`src/rtl/trap_seq_if.sv`:
```
// Trap sequencer bundle: retiring-instruction handshake, CSR snapshot, CSR write port, PC redirect.
// Latency: none (pure wiring); timing is owned by trap_seq.
// Backpressure: in_ready from the sequencer; the WBU holds its instruction until in_ready.
interface trap_seq_if #(
    parameter int ADDR_WIDTH = 12,
    parameter int DATA_WIDTH = 32
);
    // Retiring instruction from the WBU
    logic                  in_valid;
    logic                  in_ready;
    logic                  in_is_ecall;
    logic                  in_is_mret;
    logic                  in_is_illegal;
    logic [DATA_WIDTH-1:0] in_pc;
    logic [DATA_WIDTH-1:0] in_inst;
    logic                  in_csr_wen;
    logic [ADDR_WIDTH-1:0] in_csr_waddr;
    logic [DATA_WIDTH-1:0] in_csr_wdata;

    // Current machine-mode CSR values
    logic [DATA_WIDTH-1:0] mstatus_q;
    logic [DATA_WIDTH-1:0] mtvec_q;
    logic [DATA_WIDTH-1:0] mepc_q;

    // CSR file write port and PC redirect
    logic                  csr_wen;
    logic [ADDR_WIDTH-1:0] csr_waddr;
    logic [DATA_WIDTH-1:0] csr_wdata;
    logic                  redirect_valid;
    logic [DATA_WIDTH-1:0] redirect_pc;
    logic                  busy;

    modport master (
        output in_valid, in_is_ecall, in_is_mret, in_is_illegal, in_pc, in_inst,
               in_csr_wen, in_csr_waddr, in_csr_wdata, mstatus_q, mtvec_q, mepc_q,
        input  in_ready, csr_wen, csr_waddr, csr_wdata, redirect_valid, redirect_pc, busy
    );

    modport slave (
        input  in_valid, in_is_ecall, in_is_mret, in_is_illegal, in_pc, in_inst,
               in_csr_wen, in_csr_waddr, in_csr_wdata, mstatus_q, mtvec_q, mepc_q,
        output in_ready, csr_wen, csr_waddr, csr_wdata, redirect_valid, redirect_pc, busy
    );
endinterface

```
`src/rtl/trap_seq.sv`:
```
// Trap/return sequencer between WBU and M-mode CSR file; TRAP_SEQ_MTVAL_EN adds an mtval write.
// Latency: CSR pass-through same cycle; trap redirect at t+4 (t+5 with mtval); mret redirect at t+2.
// Backpressure: in_ready only in IDLE; in_* ignored while busy, next accept the cycle after redirect.
module trap_seq #(
    parameter int ADDR_WIDTH = 12,
    parameter int DATA_WIDTH = 32
) (
    input logic       clk,
    input logic       rst,
    trap_seq_if.slave bus
);

    localparam logic [ADDR_WIDTH-1:0] CSR_MSTATUS = ADDR_WIDTH'(12'h300);
    localparam logic [ADDR_WIDTH-1:0] CSR_MEPC    = ADDR_WIDTH'(12'h341);
    localparam logic [ADDR_WIDTH-1:0] CSR_MCAUSE  = ADDR_WIDTH'(12'h342);
    localparam logic [ADDR_WIDTH-1:0] CSR_MTVAL   = ADDR_WIDTH'(12'h343);

    localparam logic [3:0] CAUSE_ILLEGAL = 4'd2;
    localparam logic [3:0] CAUSE_ECALL   = 4'd11;

    typedef enum logic [2:0] {
        IDLE,
        T_MEPC,
        T_MCAUSE,
        T_MSTATUS,
        T_MTVAL,
        T_REDIR,
        R_MSTATUS,
        R_REDIR
    } state_t;

    state_t                state_q;
    state_t                state_d;

    logic [DATA_WIDTH-1:0] pc_q;
    logic [3:0]            cause_q;
`ifdef TRAP_SEQ_MTVAL_EN
    logic [DATA_WIDTH-1:0] inst_q;
`endif

    logic                  trap_req;
    logic                  accept_trap;
    logic [DATA_WIDTH-1:0] mst_trap;
    logic [DATA_WIDTH-1:0] mst_ret;

    logic                  in_ready;
    logic                  busy;
    logic                  csr_wen;
    logic [ADDR_WIDTH-1:0] csr_waddr;
    logic [DATA_WIDTH-1:0] csr_wdata;
    logic                  redirect_valid;
    logic [DATA_WIDTH-1:0] redirect_pc;

    // illegal outranks ecall, both outrank mret; capture happens only on an IDLE accept
    assign trap_req    = bus.in_is_illegal || bus.in_is_ecall;
    assign accept_trap = (state_q == IDLE) && bus.in_valid && trap_req;

    // mstatus images for trap entry (MPIE<=MIE, MIE<=0, MPP<=M) and mret (MIE<=MPIE, MPIE<=1, MPP<=M)
    always_comb begin
        mst_trap        = bus.mstatus_q;
        mst_trap[7]     = bus.mstatus_q[3];
        mst_trap[3]     = 1'b0;
        mst_trap[12:11] = 2'b11;
        mst_ret         = bus.mstatus_q;
        mst_ret[3]      = bus.mstatus_q[7];
        mst_ret[7]      = 1'b1;
        mst_ret[12:11]  = 2'b11;
    end

    // State register; reset aborts any sequence in flight
    always_ff @(posedge clk) begin
        if (!rst) begin
            state_q <= IDLE;
        end else begin
            state_q <= state_d;
        end
    end

    // Trap context captured at accept so later sequence cycles do not depend on the WBU
    always_ff @(posedge clk) begin
        if (!rst) begin
            pc_q    <= '0;
            cause_q <= '0;
`ifdef TRAP_SEQ_MTVAL_EN
            inst_q  <= '0;
`endif
        end else if (accept_trap) begin
            pc_q    <= bus.in_pc;
            cause_q <= bus.in_is_illegal ? CAUSE_ILLEGAL : CAUSE_ECALL;
`ifdef TRAP_SEQ_MTVAL_EN
            inst_q  <= bus.in_inst;
`endif
        end
    end

    // Next state and outputs, decoded from state plus captured context
    always_comb begin
        state_d        = state_q;
        in_ready       = 1'b0;
        busy           = 1'b1;
        csr_wen        = 1'b0;
        csr_waddr      = '0;
        csr_wdata      = '0;
        redirect_valid = 1'b0;
        redirect_pc    = '0;
        case (state_q)
            IDLE: begin
                in_ready = 1'b1;
                busy     = 1'b0;
                if (bus.in_valid) begin
                    if (trap_req) begin
                        state_d = T_MEPC;
                    end else if (bus.in_is_mret) begin
                        state_d = R_MSTATUS;
                    end else begin
                        csr_wen   = bus.in_csr_wen;
                        csr_waddr = bus.in_csr_waddr;
                        csr_wdata = bus.in_csr_wdata;
                    end
                end
            end
            T_MEPC: begin
                csr_wen   = 1'b1;
                csr_waddr = CSR_MEPC;
                csr_wdata = pc_q;
                state_d   = T_MCAUSE;
            end
            T_MCAUSE: begin
                csr_wen   = 1'b1;
                csr_waddr = CSR_MCAUSE;
                csr_wdata = {{(DATA_WIDTH-4){1'b0}}, cause_q};
                state_d   = T_MSTATUS;
            end
            T_MSTATUS: begin
                csr_wen   = 1'b1;
                csr_waddr = CSR_MSTATUS;
                csr_wdata = mst_trap;
`ifdef TRAP_SEQ_MTVAL_EN
                state_d   = T_MTVAL;
`else
                state_d   = T_REDIR;
`endif
            end
            T_MTVAL: begin
`ifdef TRAP_SEQ_MTVAL_EN
                csr_wen   = 1'b1;
                csr_waddr = CSR_MTVAL;
                csr_wdata = (cause_q == CAUSE_ILLEGAL) ? inst_q : '0;
                state_d   = T_REDIR;
`else
                state_d   = IDLE;
`endif
            end
            T_REDIR: begin
                redirect_valid = 1'b1;
                redirect_pc    = {bus.mtvec_q[DATA_WIDTH-1:2], 2'b00};
                state_d        = IDLE;
            end
            R_MSTATUS: begin
                csr_wen   = 1'b1;
                csr_waddr = CSR_MSTATUS;
                csr_wdata = mst_ret;
                state_d   = R_REDIR;
            end
            R_REDIR: begin
                redirect_valid = 1'b1;
                redirect_pc    = bus.mepc_q;
                state_d        = IDLE;
            end
            default: begin
                state_d = IDLE;
            end
        endcase
    end

    assign bus.in_ready       = in_ready;
    assign bus.busy           = busy;
    assign bus.csr_wen        = csr_wen;
    assign bus.csr_waddr      = csr_waddr;
    assign bus.csr_wdata      = csr_wdata;
    assign bus.redirect_valid = redirect_valid;
    assign bus.redirect_pc    = redirect_pc;

endmodule

```
`src/flat_wrapper.sv`:
```
// flat-port wrapper written by rule: the top's interface ports become plain ports
module trap_seq_flat 
#(
    parameter int ADDR_WIDTH = 12,
    parameter int DATA_WIDTH = 32
)
  (clk, rst, bus_in_valid, bus_in_is_ecall, bus_in_is_mret, bus_in_is_illegal, bus_in_pc, bus_in_inst, bus_in_csr_wen, bus_in_csr_waddr, bus_in_csr_wdata, bus_mstatus_q, bus_mtvec_q, bus_mepc_q, bus_in_ready, bus_csr_wen, bus_csr_waddr, bus_csr_wdata, bus_redirect_valid, bus_redirect_pc, bus_busy);
  trap_seq_if #(.ADDR_WIDTH(ADDR_WIDTH), .DATA_WIDTH(DATA_WIDTH)) bus_i ();
  input logic clk;
  input logic rst;
  input wire logic [$bits(bus_i.in_valid)-1:0] bus_in_valid;
  input wire logic [$bits(bus_i.in_is_ecall)-1:0] bus_in_is_ecall;
  input wire logic [$bits(bus_i.in_is_mret)-1:0] bus_in_is_mret;
  input wire logic [$bits(bus_i.in_is_illegal)-1:0] bus_in_is_illegal;
  input wire logic [$bits(bus_i.in_pc)-1:0] bus_in_pc;
  input wire logic [$bits(bus_i.in_inst)-1:0] bus_in_inst;
  input wire logic [$bits(bus_i.in_csr_wen)-1:0] bus_in_csr_wen;
  input wire logic [$bits(bus_i.in_csr_waddr)-1:0] bus_in_csr_waddr;
  input wire logic [$bits(bus_i.in_csr_wdata)-1:0] bus_in_csr_wdata;
  input wire logic [$bits(bus_i.mstatus_q)-1:0] bus_mstatus_q;
  input wire logic [$bits(bus_i.mtvec_q)-1:0] bus_mtvec_q;
  input wire logic [$bits(bus_i.mepc_q)-1:0] bus_mepc_q;
  output wire logic [$bits(bus_i.in_ready)-1:0] bus_in_ready;
  output wire logic [$bits(bus_i.csr_wen)-1:0] bus_csr_wen;
  output wire logic [$bits(bus_i.csr_waddr)-1:0] bus_csr_waddr;
  output wire logic [$bits(bus_i.csr_wdata)-1:0] bus_csr_wdata;
  output wire logic [$bits(bus_i.redirect_valid)-1:0] bus_redirect_valid;
  output wire logic [$bits(bus_i.redirect_pc)-1:0] bus_redirect_pc;
  output wire logic [$bits(bus_i.busy)-1:0] bus_busy;
  assign bus_i.in_valid = bus_in_valid;
  assign bus_i.in_is_ecall = bus_in_is_ecall;
  assign bus_i.in_is_mret = bus_in_is_mret;
  assign bus_i.in_is_illegal = bus_in_is_illegal;
  assign bus_i.in_pc = bus_in_pc;
  assign bus_i.in_inst = bus_in_inst;
  assign bus_i.in_csr_wen = bus_in_csr_wen;
  assign bus_i.in_csr_waddr = bus_in_csr_waddr;
  assign bus_i.in_csr_wdata = bus_in_csr_wdata;
  assign bus_i.mstatus_q = bus_mstatus_q;
  assign bus_i.mtvec_q = bus_mtvec_q;
  assign bus_i.mepc_q = bus_mepc_q;
  assign bus_in_ready = bus_i.in_ready;
  assign bus_csr_wen = bus_i.csr_wen;
  assign bus_csr_waddr = bus_i.csr_waddr;
  assign bus_csr_wdata = bus_i.csr_wdata;
  assign bus_redirect_valid = bus_i.redirect_valid;
  assign bus_redirect_pc = bus_i.redirect_pc;
  assign bus_busy = bus_i.busy;
  trap_seq #(.ADDR_WIDTH(ADDR_WIDTH), .DATA_WIDTH(DATA_WIDTH)) u_core (.clk(clk), .rst(rst), .bus(bus_i));
endmodule
```
`config.mk`:
```
export PLATFORM = sky130hd
export DESIGN_NAME = trap_seq_flat
export DESIGN_NICKNAME = d
export VERILOG_FILES = /design/src/rtl/trap_seq_if.sv /design/src/rtl/trap_seq.sv /design/src/flat_wrapper.sv
export SDC_FILE = /design/constraint.sdc
export NUM_CORES = 1
export LEC_CHECK = 0
export CORE_AREA = 2 2 113 115
export CTS_BUF_LIST = sky130_fd_sc_hd__clkbuf_4 sky130_fd_sc_hd__clkbuf_8 sky130_fd_sc_hd__clkbuf_16
export CTS_CLUSTER_SIZE = 24
export DETAILED_ROUTE_END_ITERATION = 12
export DIE_AREA = 0 0 115 117
export PLACE_DENSITY = 0.67
export SETUP_SLACK_MARGIN = 0.2
export SKIP_LAST_GASP = 1
export SYNTH_ARGS = -nofsm -noshare
export SYNTH_HDL_FRONTEND = slang
export SYNTH_SLANG_ARGS = --single-unit
```
`constraint.sdc`:
```
create_clock -name clk -period 2.2 [get_ports clk]
set_input_delay 0.22 -clock clk [delete_from_list [all_inputs] [get_ports clk]]
set_output_delay 0.22 -clock clk [all_outputs]
set_load 0.03 [all_outputs]
```
==> impl_summary.md, run 1 <==
Run status
The run finished with clean final reports.

Route
The first routing iteration left 184 violations. The residual DRC count is 0. Summing over every cut layer, the via total after detailed routing is 3840.

The final wirelength is 14300 um. In the routed layout, each cell is associated on average with a via count of 5.08. The first detailed-routing pass took 4 iterations.

The average wire length per cell after detail routing is 18.9 um. In this run the remaining antenna-violating nets after routing total 0.

Worst setup path
Data on the critical path is required at its endpoint by 1.98 ns. The stage delay of the slowest cell on the critical path is 0.56 ns. The maximum fanout along the worst path is 10. The signal on the critical path passes through or4b_4 -> nor3_4 -> buf_6 -> buf_12 -> a221o_1 -> buf_4. The cell with the biggest individual delay on the critical path is sky130_fd_sc_hd__or4b_4. Among cell families on the critical path, the largest total delay comes from simple AND/OR/NAND/NOR gates. The nature of the critical path startpoint is a flip-flop. STA classifies the critical path endpoint as an output port. The number of cell instances on the worst register-to-register path is 4. For the worst setup path, the data arrival time is 1.97 ns. Together, buffers and inverters on the worst path number 3. The worst setup path is of the reg2out kind. The number of logic stages on the critical path including buffering is 6.

Synth
The most frequently used flop master after synthesis is sky130_fd_sc_hd__dfxtp_1. For this run, the register share of the synthesized area comes to 0.269. The post-synthesis sequential element count is 37. The synthesized design contains 0 enable-type register cells. The share of flip-flops with an asynchronous set or reset after synthesis is 0. The mapped netlist covers 0.00275 mm^2. For this run, the number of Yosys warnings is 0. The net count of the mapped netlist is 564. The mean post-synth cell area is 7.79 um^2.

In this run, distinct cell masters in the synthesized netlist total 35. Synthesis produced 353 cells.

Power
The analysis attributes to cell leakage a power of 2.33 nW. IR analysis of the VDD net gives a maximum drop of 292 uV. Dividing total power by cell area gives a power density of 547 mW/mm^2.

Power comes to 3.21 mW.

Placement
The HPWL after detailed placement is 10300 um. At the placement stage, the worst setup path has a slack of -0.101 ns. The congestion estimate from routability-driven global placement came to 0.789. In this run the tool buffered the top-level ports with 254 buffer cells.

Clocking
Buffers inserted during clock tree synthesis total 5. The clock net in this run drives a total of 37 sinks. The H-tree was split into 2 levels.

The root buffer cell chosen for the clock tree is sky130_fd_sc_hd__clkbuf_16. For this design, the CTS-stage hold fixing added 0 buffers. After clock tree synthesis, the clock-pin slew on the worst setup and hold paths is 0.05 ns. The clock passes through at most 2 buffers. TritonCTS built the clock tree. The clock latency on the worst-skew pair is 0.27 ns.

Global route
The number of global-route vias before repair is 3663. The first global-routing pass estimated 19500 um of wire. In the global route stage, overall resource usage came out at 0.187. The global route total overflow is 0.

The initial antenna violation count is 0. The pin count of the biggest net entering global routing is 35.

Timing
Setup violations remaining at the end of the flow were counted as 0. The hold slack is 0.455 ns. The clock tree skew after final layout is 0.00177 ns. The routed design could run at a clock period as short as 2.19 ns.

The total count of hold-check failures in the final report was 0. Setup repair after global routing could not meet its margin everywhere. Static timing analysis puts the maximum clock frequency at 0.456 GHz.

The number of slew-limit violations in the final report is 0. For the pin with the worst max-slew slack, the measured transition is 0.393 ns. Setup slack closes at 0.00724 ns. Of the available clock period, the critical path in the final layout requires 0.997. The worst slew margin relative to its limit is 0.738.

Cells and area
The growth of design area from synthesis to finish is 113%. The final-layout fill cell count is 1168. The share of cells above drive strength 1 is 0.233. The net count of the finished layout is 817. The antenna diode count is 0.

Floorplanning
The starting density of the core is 0.223. In this run the standard cell core region covers 0.0123 mm^2. The count of boundary I/O pins is 291.

From bottom edge to top edge, the die measures 117 um. The number of placement rows is 41. The full die area is 0.0135 mm^2. The width of the die is 115 um.

Run
The tool flagged a number of max-cap violations equal to 0.

Worst hold path
The worst hold path passes through 2 cells. The kind of path behind the tightest hold check is reg2reg.
==> layout by cell type, fill, tap and decap left out, types with 11 or more instances in the layout <==
| cell | n |
|---|---|
| sky130_fd_sc_hd__clkdlybuf4s50_1 | 174 |
| sky130_fd_sc_hd__buf_4 | 68 |
| sky130_fd_sc_hd__a21oi_1 | 37 |
| sky130_fd_sc_hd__o21ai_0 | 34 |
| sky130_fd_sc_hd__dfxtp_1 | 34 |
| sky130_fd_sc_hd__nand3_1 | 33 |
| sky130_fd_sc_hd__nor2_1 | 30 |
| sky130_fd_sc_hd__mux2i_1 | 30 |
| sky130_fd_sc_hd__a22o_1 | 29 |
| sky130_fd_sc_hd__a221o_1 | 28 |
| sky130_fd_sc_hd__buf_6 | 27 |
| sky130_fd_sc_hd__buf_12 | 11 |
==> logic make-up (layout without fill, tap and decap cells) <==
| logic type | Yosys count | after routing | synth area share |
|---|---|---|---|
| AO/OA/AOI/OAI | 147 | 147 | 0.378 |
| buffers and inverters | 44 | 296 | 0.0723 |
| flip-flops | 37 | 37 | 0.269 |
| multiplexers | 30 | 30 | 0.109 |
| AND/OR/NAND/NOR | 95 | 96 | 0.172 |
==> worst paths after layout <==
check                                 start                             end  slack [ns]
max          u_core.state_q[0]$_SDFFE_PN0P_                bus_csr_wdata[6]       0.007
min          u_core.cause_q[1]$_SDFFE_PN0P_  u_core.cause_q[1]$_SDFFE_PN0P_        0.45
max reg2reg  u_core.state_q[0]$_SDFFE_PN0P_    u_core.pc_q[11]$_SDFFE_PN0P_        0.57
min reg2reg  u_core.cause_q[1]$_SDFFE_PN0P_  u_core.cause_q[1]$_SDFFE_PN0P_        0.45
==> Yosys cell counts, drive strengths merged (2+ instances only) <==
library cell / number / area share
a211o: 2 / 0.0064
a21o: 4 / 0.011
a21oi: 37 / 0.067
a221o: 28 / 0.10
a22o: 31 / 0.099
a31o: 2 / 0.0064
and2: 10 / 0.023
buf: 11 / 0.027
clkbuf: 29 / 0.040
clkinv: 2 / 0.0027
dfxtp: 37 / 0.27
inv: 2 / 0.0027
mux2i: 30 / 0.11
nand2: 8 / 0.011
nand2b: 4 / 0.0091
nand3: 33 / 0.060
nor2: 34 / 0.046
o21ai: 34 / 0.062
o22ai: 2 / 0.0045
==> power by group <==
part,internal [mW],switching (mW)
Combinational,0.837,0.874
Clock,0.457,0.253
Sequential,0.746,0.0416
Total,2.04,1.17
==> through the flow <==
step / cell area [um^2] / utilization / std cells / TNS [ns]
floorplan: 2760 / - / 353 / 0
global placement: 5400 / 0.439 / 740 / -2.06
detailed placement: 5400 / 0.439 / 740 / -2.98
CTS: 5700 / 0.463 / 752 / 0
global route: 5870 / 0.477 / 756 / -2.30
finish: 5870 / 0.477 / 756 / 0
==> layer usage <==
metal	part of all wire	wire (um)	vias up	GRT usage
li1	-	-	1844	-
met1	0.38	5390	1808	0.210
met2	0.53	7510	179	0.364
met3	0.084	1190	9	0.0412
met4	0.013	185	0	0.0345
met5	0	0	-	0
==> state kept, by name (all words and copies together), names as in the netlist <==
signal / cells
u_core.pc_q: 32
u_core.state_q: 3
u_core.cause_q: 2
==> final cells by class <==
cell class                      count  area (um^2)  share of cell area
Clock buffer                        7          146              0.0250
Inverter                            4         16.3             0.00277
Multi-Input combinational cell    273         1900               0.324
Sequential cell                    37          747               0.127
Tap cell                          150          188              0.0320
Timing Repair Buffer              285         2870               0.489
==> worst reg2reg max path, stage by stage (launching register included) <==
cell and delay (ns):
sky130_fd_sc_hd__dfxtp_4 0.35, sky130_fd_sc_hd__or4b_4 0.56, sky130_fd_sc_hd__buf_4 0.25, sky130_fd_sc_hd__o21ai_0 0.26, sky130_fd_sc_hd__a21oi_1 0.10
==> timing repair <==
action / 4_1_cts / 5_1_grt
endpoints found under the setup margin: 78 / 60
pin swaps: 7 / 4
resized for setup: 27 / 21
setup buffers: 3 / 1
gates cloned: 2 / 3
Power figures use the tool's default switching activity.
==> inputs of run 2 (changes only) <==
--- a/config.mk
+++ b/config.mk
@@ -11,6 +11,7 @@
 export DETAILED_ROUTE_END_ITERATION = 12
 export DIE_AREA = 0 0 115 117
 export PLACE_DENSITY = 0.67
+export RECOVER_POWER = 50
 export SETUP_SLACK_MARGIN = 0.2
 export SKIP_LAST_GASP = 1
 export SYNTH_ARGS = -nofsm -noshare
==> run 2 against run 1 <==
Compared with the run above: worst setup slack is essentially flat; sequential share of layout area grew 0.057 points; cell count is the same; non-clock buffer count stayed put; die area is the same.
==> impl_summary.md, run 2 (synthesis gave the netlist of run 1 again) <==
Floorplanning
The area of the core region is 0.0123 mm^2 (unchanged). The starting density of the core came to 0.223 (unchanged). The full die area is 0.0135 mm^2 (unchanged). The number of placement rows is 41 (unchanged).

The count of boundary I/O pins came to 291 (unchanged). The width of the die was 115 um (unchanged). The vertical die dimension came to 117 um (unchanged).

Worst hold path
The end point of the most critical hold path was u_core.cause_q[1]$_SDFFE_PN0P_ (unchanged). The launch point of the worst hold path is u_core.cause_q[1]$_SDFFE_PN0P_ (unchanged). The kind of path behind the tightest hold check is reg2reg (unchanged). The cell depth of the worst min-delay path is 2 (unchanged).

Worst setup path
Sequence of cells on the critical path: or4b_4 -> nor3_4 -> buf_6 -> buf_12 -> a221o_1 -> buf_4 (unchanged). The endpoint class of the critical path is an output port (unchanged). The type of the worst setup path is reg2out (unchanged). The stage delay of the slowest cell on the critical path came to 0.56 ns (about the same). The nature of the critical path startpoint is a flip-flop (unchanged). The cell with the biggest individual delay on the critical path is sky130_fd_sc_hd__or4b_4 (unchanged). The capture instance of the worst register-to-register path is u_core.cause_q[0]$_SDFFE_PN0P_ (was u_core.pc_q[11]$_SDFFE_PN0P_). The number of cell instances on the worst register-to-register path is 5 (was 4). The maximum fanout along the worst path is 10 (unchanged).

The start of the worst register-to-register path is u_core.state_q[1]$_SDFFE_PN0P_ (was u_core.state_q[0]$_SDFFE_PN0P_). The count of buffering cells on the critical path with inverters included came to 3 (unchanged). The worst setup slack for register-to-register paths is 0.30 ns (was 0.57 ns). The required time of the critical path is 1.98 ns (about the same). The data arrival at the endpoint of the critical path is 1.97 ns (about the same). The cell type group with the largest total delay on the critical path was simple AND/OR/NAND/NOR gates (unchanged).

Timing
The number of slew-limit violations in the final report was 0 (unchanged). The highest clock rate came to 0.456 GHz (about the same). The total count of hold-check failures in the final report is 0 (unchanged).

The number of failing setup endpoints in the final timing report is 0 (unchanged). The clock tree skew after final layout is 0.00180 ns (was 0.00177 ns). The worst slew margin relative to its limit is 0.496 (was 0.738).

Setup repair after global routing missed its margin: yes (unchanged). The hold slack is 0.452 ns (was 0.455 ns). The slew of the pin with the lowest slew margin came to 0.756 ns (was 0.393 ns).

The final cycle utilization of the critical path came to 0.997 (about the same). The minimum clock period after layout is 2.19 ns (about the same).

Clocking
The cts-stage hold buffer count is 0 (unchanged). The maximum count of clock buffers along a single path is 2 (unchanged). The number of H-tree branching levels is 2 (unchanged). The clock sink count was 37 (unchanged).

The clock root buffer is sky130_fd_sc_hd__clkbuf_16 (unchanged). The number of buffers inserted during clock tree synthesis is 5 (unchanged). The clock latency on the worst-skew pair is 0.27 ns (about the same). The TritonCTS clock tree is done (unchanged). The clock transition at the registers of the reported paths came to 0.05 ns (about the same).

Cells and area
Registers with the most flip-flops: u_core.pc_q (32), u_core.state_q (3), u_core.cause_q (2) (unchanged). The post-route standard cell area excluding fillers is 0.00584 mm^2 (was 0.00587 mm^2). The share of cells above drive strength 1 is 0.228 (was 0.233). The antenna diode count was 0 (unchanged). The number of flip-flops under the largest register name is 32 (unchanged).

The register containing the most flip-flops in the final layout is u_core.pc_q (unchanged). The commonest non-fill, non-tap cell in the layout is sky130_fd_sc_hd__clkdlybuf4s50_1 (unchanged). The count of placed standard cells in the final layout, fillers left out was 756 (unchanged). The final layout net count is 817 (unchanged). The growth of design area from synthesis to finish is 112% (was 113%). Commonest non-fill, non-tap cells in the layout: sky130_fd_sc_hd__clkdlybuf4s50_1 (174), sky130_fd_sc_hd__buf_4 (65), sky130_fd_sc_hd__a21oi_1 (37), sky130_fd_sc_hd__o21ai_0 (34), sky130_fd_sc_hd__dfxtp_1 (34) (was sky130_fd_sc_hd__clkdlybuf4s50_1 (174), sky130_fd_sc_hd__buf_4 (68), sky130_fd_sc_hd__a21oi_1 (37), sky130_fd_sc_hd__o21ai_0 (34), sky130_fd_sc_hd__dfxtp_1 (34)).

Route
The residual DRC count came to 0 (unchanged). The length of the first detailed-routing pass in iterations is 7 (was 4). The number of nets with antenna violations after detailed routing is 0 (unchanged). The final wirelength is 14300 um (about the same).

The average wire length per cell after detail routing is 18.9 um (about the same). The number of vias after detailed routing is 3843 (was 3840). The DRC violation total after the first TritonRoute iteration is 181 (was 184).

The via density per instance is 5.08 (about the same).

Global route
The pin count of the biggest net entering global routing came to 35 (unchanged). The global-route usage over all layers is 0.187 (unchanged). The global route total overflow was 0 (unchanged). The first-pass GRT wire length came to 19500 um (unchanged). The initial antenna violation count is 0 (unchanged). The number of global-route vias before repair is 3663 (unchanged).

Power
The post-layout total power was 3.19 mW (was 3.21 mW). The cell area power density is 547 mW/mm^2 (about the same). The internal power summed over all cells came to 2.03 mW (was 2.04 mW).

The clock share of power was 0.223 (was 0.221). The sequential share of power is 0.247 (was 0.246). The power share of the combinational group is 0.531 (was 0.533). The total net switching power is 1.16 mW (was 1.17 mW).

The worst ir drop on vdd was 293 uV (was 292 uV). The switching share of power came to 0.365 (was 0.364). The leakage power summed over all cells is 2.32 nW (was 2.33 nW).

Placement
The number of buffers added on ports is 254 (unchanged). The cell count after placement is 740 (unchanged). The HPWL after detailed placement was 10300 um (unchanged). The weighted congestion at the end of routability-driven global placement is 0.789 (unchanged). The cell area reported after detailed placement is 0.00540 mm^2 (unchanged).

Run
The max-cap violation count was 0 (unchanged).

Run status
Run status: finished clean (unchanged).
## run 2: power by group through the flow
stage | clock network (mW) | registers (mW) | logic [mW]
floorplan | 0 | 0.781 | 0.863
global placement | 0 | 0.796 | 1.59
detailed placement | 0 | 0.798 | 1.61
CTS | 0.736 | 0.786 | 1.67
global route | 0.768 | 0.796 | 1.81
finish | 0.711 | 0.788 | 1.70
## run 2: per-stage QoR
stage,utilization,setup slack [ns],TNS (ns)
3_5_place_dp,0.439,-0.101,-2.98
5_1_grt,0.474,-0.0829,-2.30
3_3_place_gp,0.439,-0.0731,-2.06
2_1_floorplan,-,0.185,0
4_1_cts,0.463,0.0296,0
6_report,0.474,0.00711,0
## run 2: worst min-delay path, stage by stage (launching register included)
cell	delay [ns]
sky130_fd_sc_hd__dfxtp_1	0.29
sky130_fd_sc_hd__inv_1	0.06
sky130_fd_sc_hd__a21oi_1	0.05
## run 2: area by class of cell
cell class / instances / area (um^2)
clock buffers: 7 / 146
fillers: 1171 / 6470
inverters: 4 / 16.3
multi-input cells: 273 / 1880
flip-flops and latches: 37 / 747
well taps: 150 / 188
repair buffers: 285 / 2860
## run 2: worst max-delay path by stage
| stage | start | end | slack [ns] | cells past startpoint |
|---|---|---|---|---|
| after global placement | bus_in_valid | bus_csr_wdata[6] | -0.07 | 6 |
| after floorplan | u_core.state_q[1]$_SDFFE_PN0P_ | bus_csr_waddr[0] | 0.19 | 5 |
| after detailed placement | bus_in_valid | bus_csr_wdata[6] | -0.10 | 6 |
| after global routing | u_core.state_q[0]$_SDFFE_PN0P_ | bus_csr_wdata[6] | -0.08 | 6 |
| after CTS | u_core.state_q[0]$_SDFFE_PN0P_ | bus_csr_wdata[6] | 0.03 | 6 |
| final | u_core.state_q[0]$_SDFFE_PN0P_ | bus_csr_wdata[6] | 0.007 | 6 |
## run 2: metal layers
metal,track usage,share of wire,vias to the layer above,routed length (um)
met3,0.0412,0.083,11,1190
met2,0.364,0.53,175,7510
li1,-,-,1846,-
met4,0.0345,0.013,0,188
met5,0,0,-,0
met1,0.210,0.38,1811,5410
## run 2: what timing repair did
action	CTS	global route
setup endpoints to repair	78	60
cloned	2	3
pin swaps	7	4
buffers inserted	3	1
resized for setup	27	21
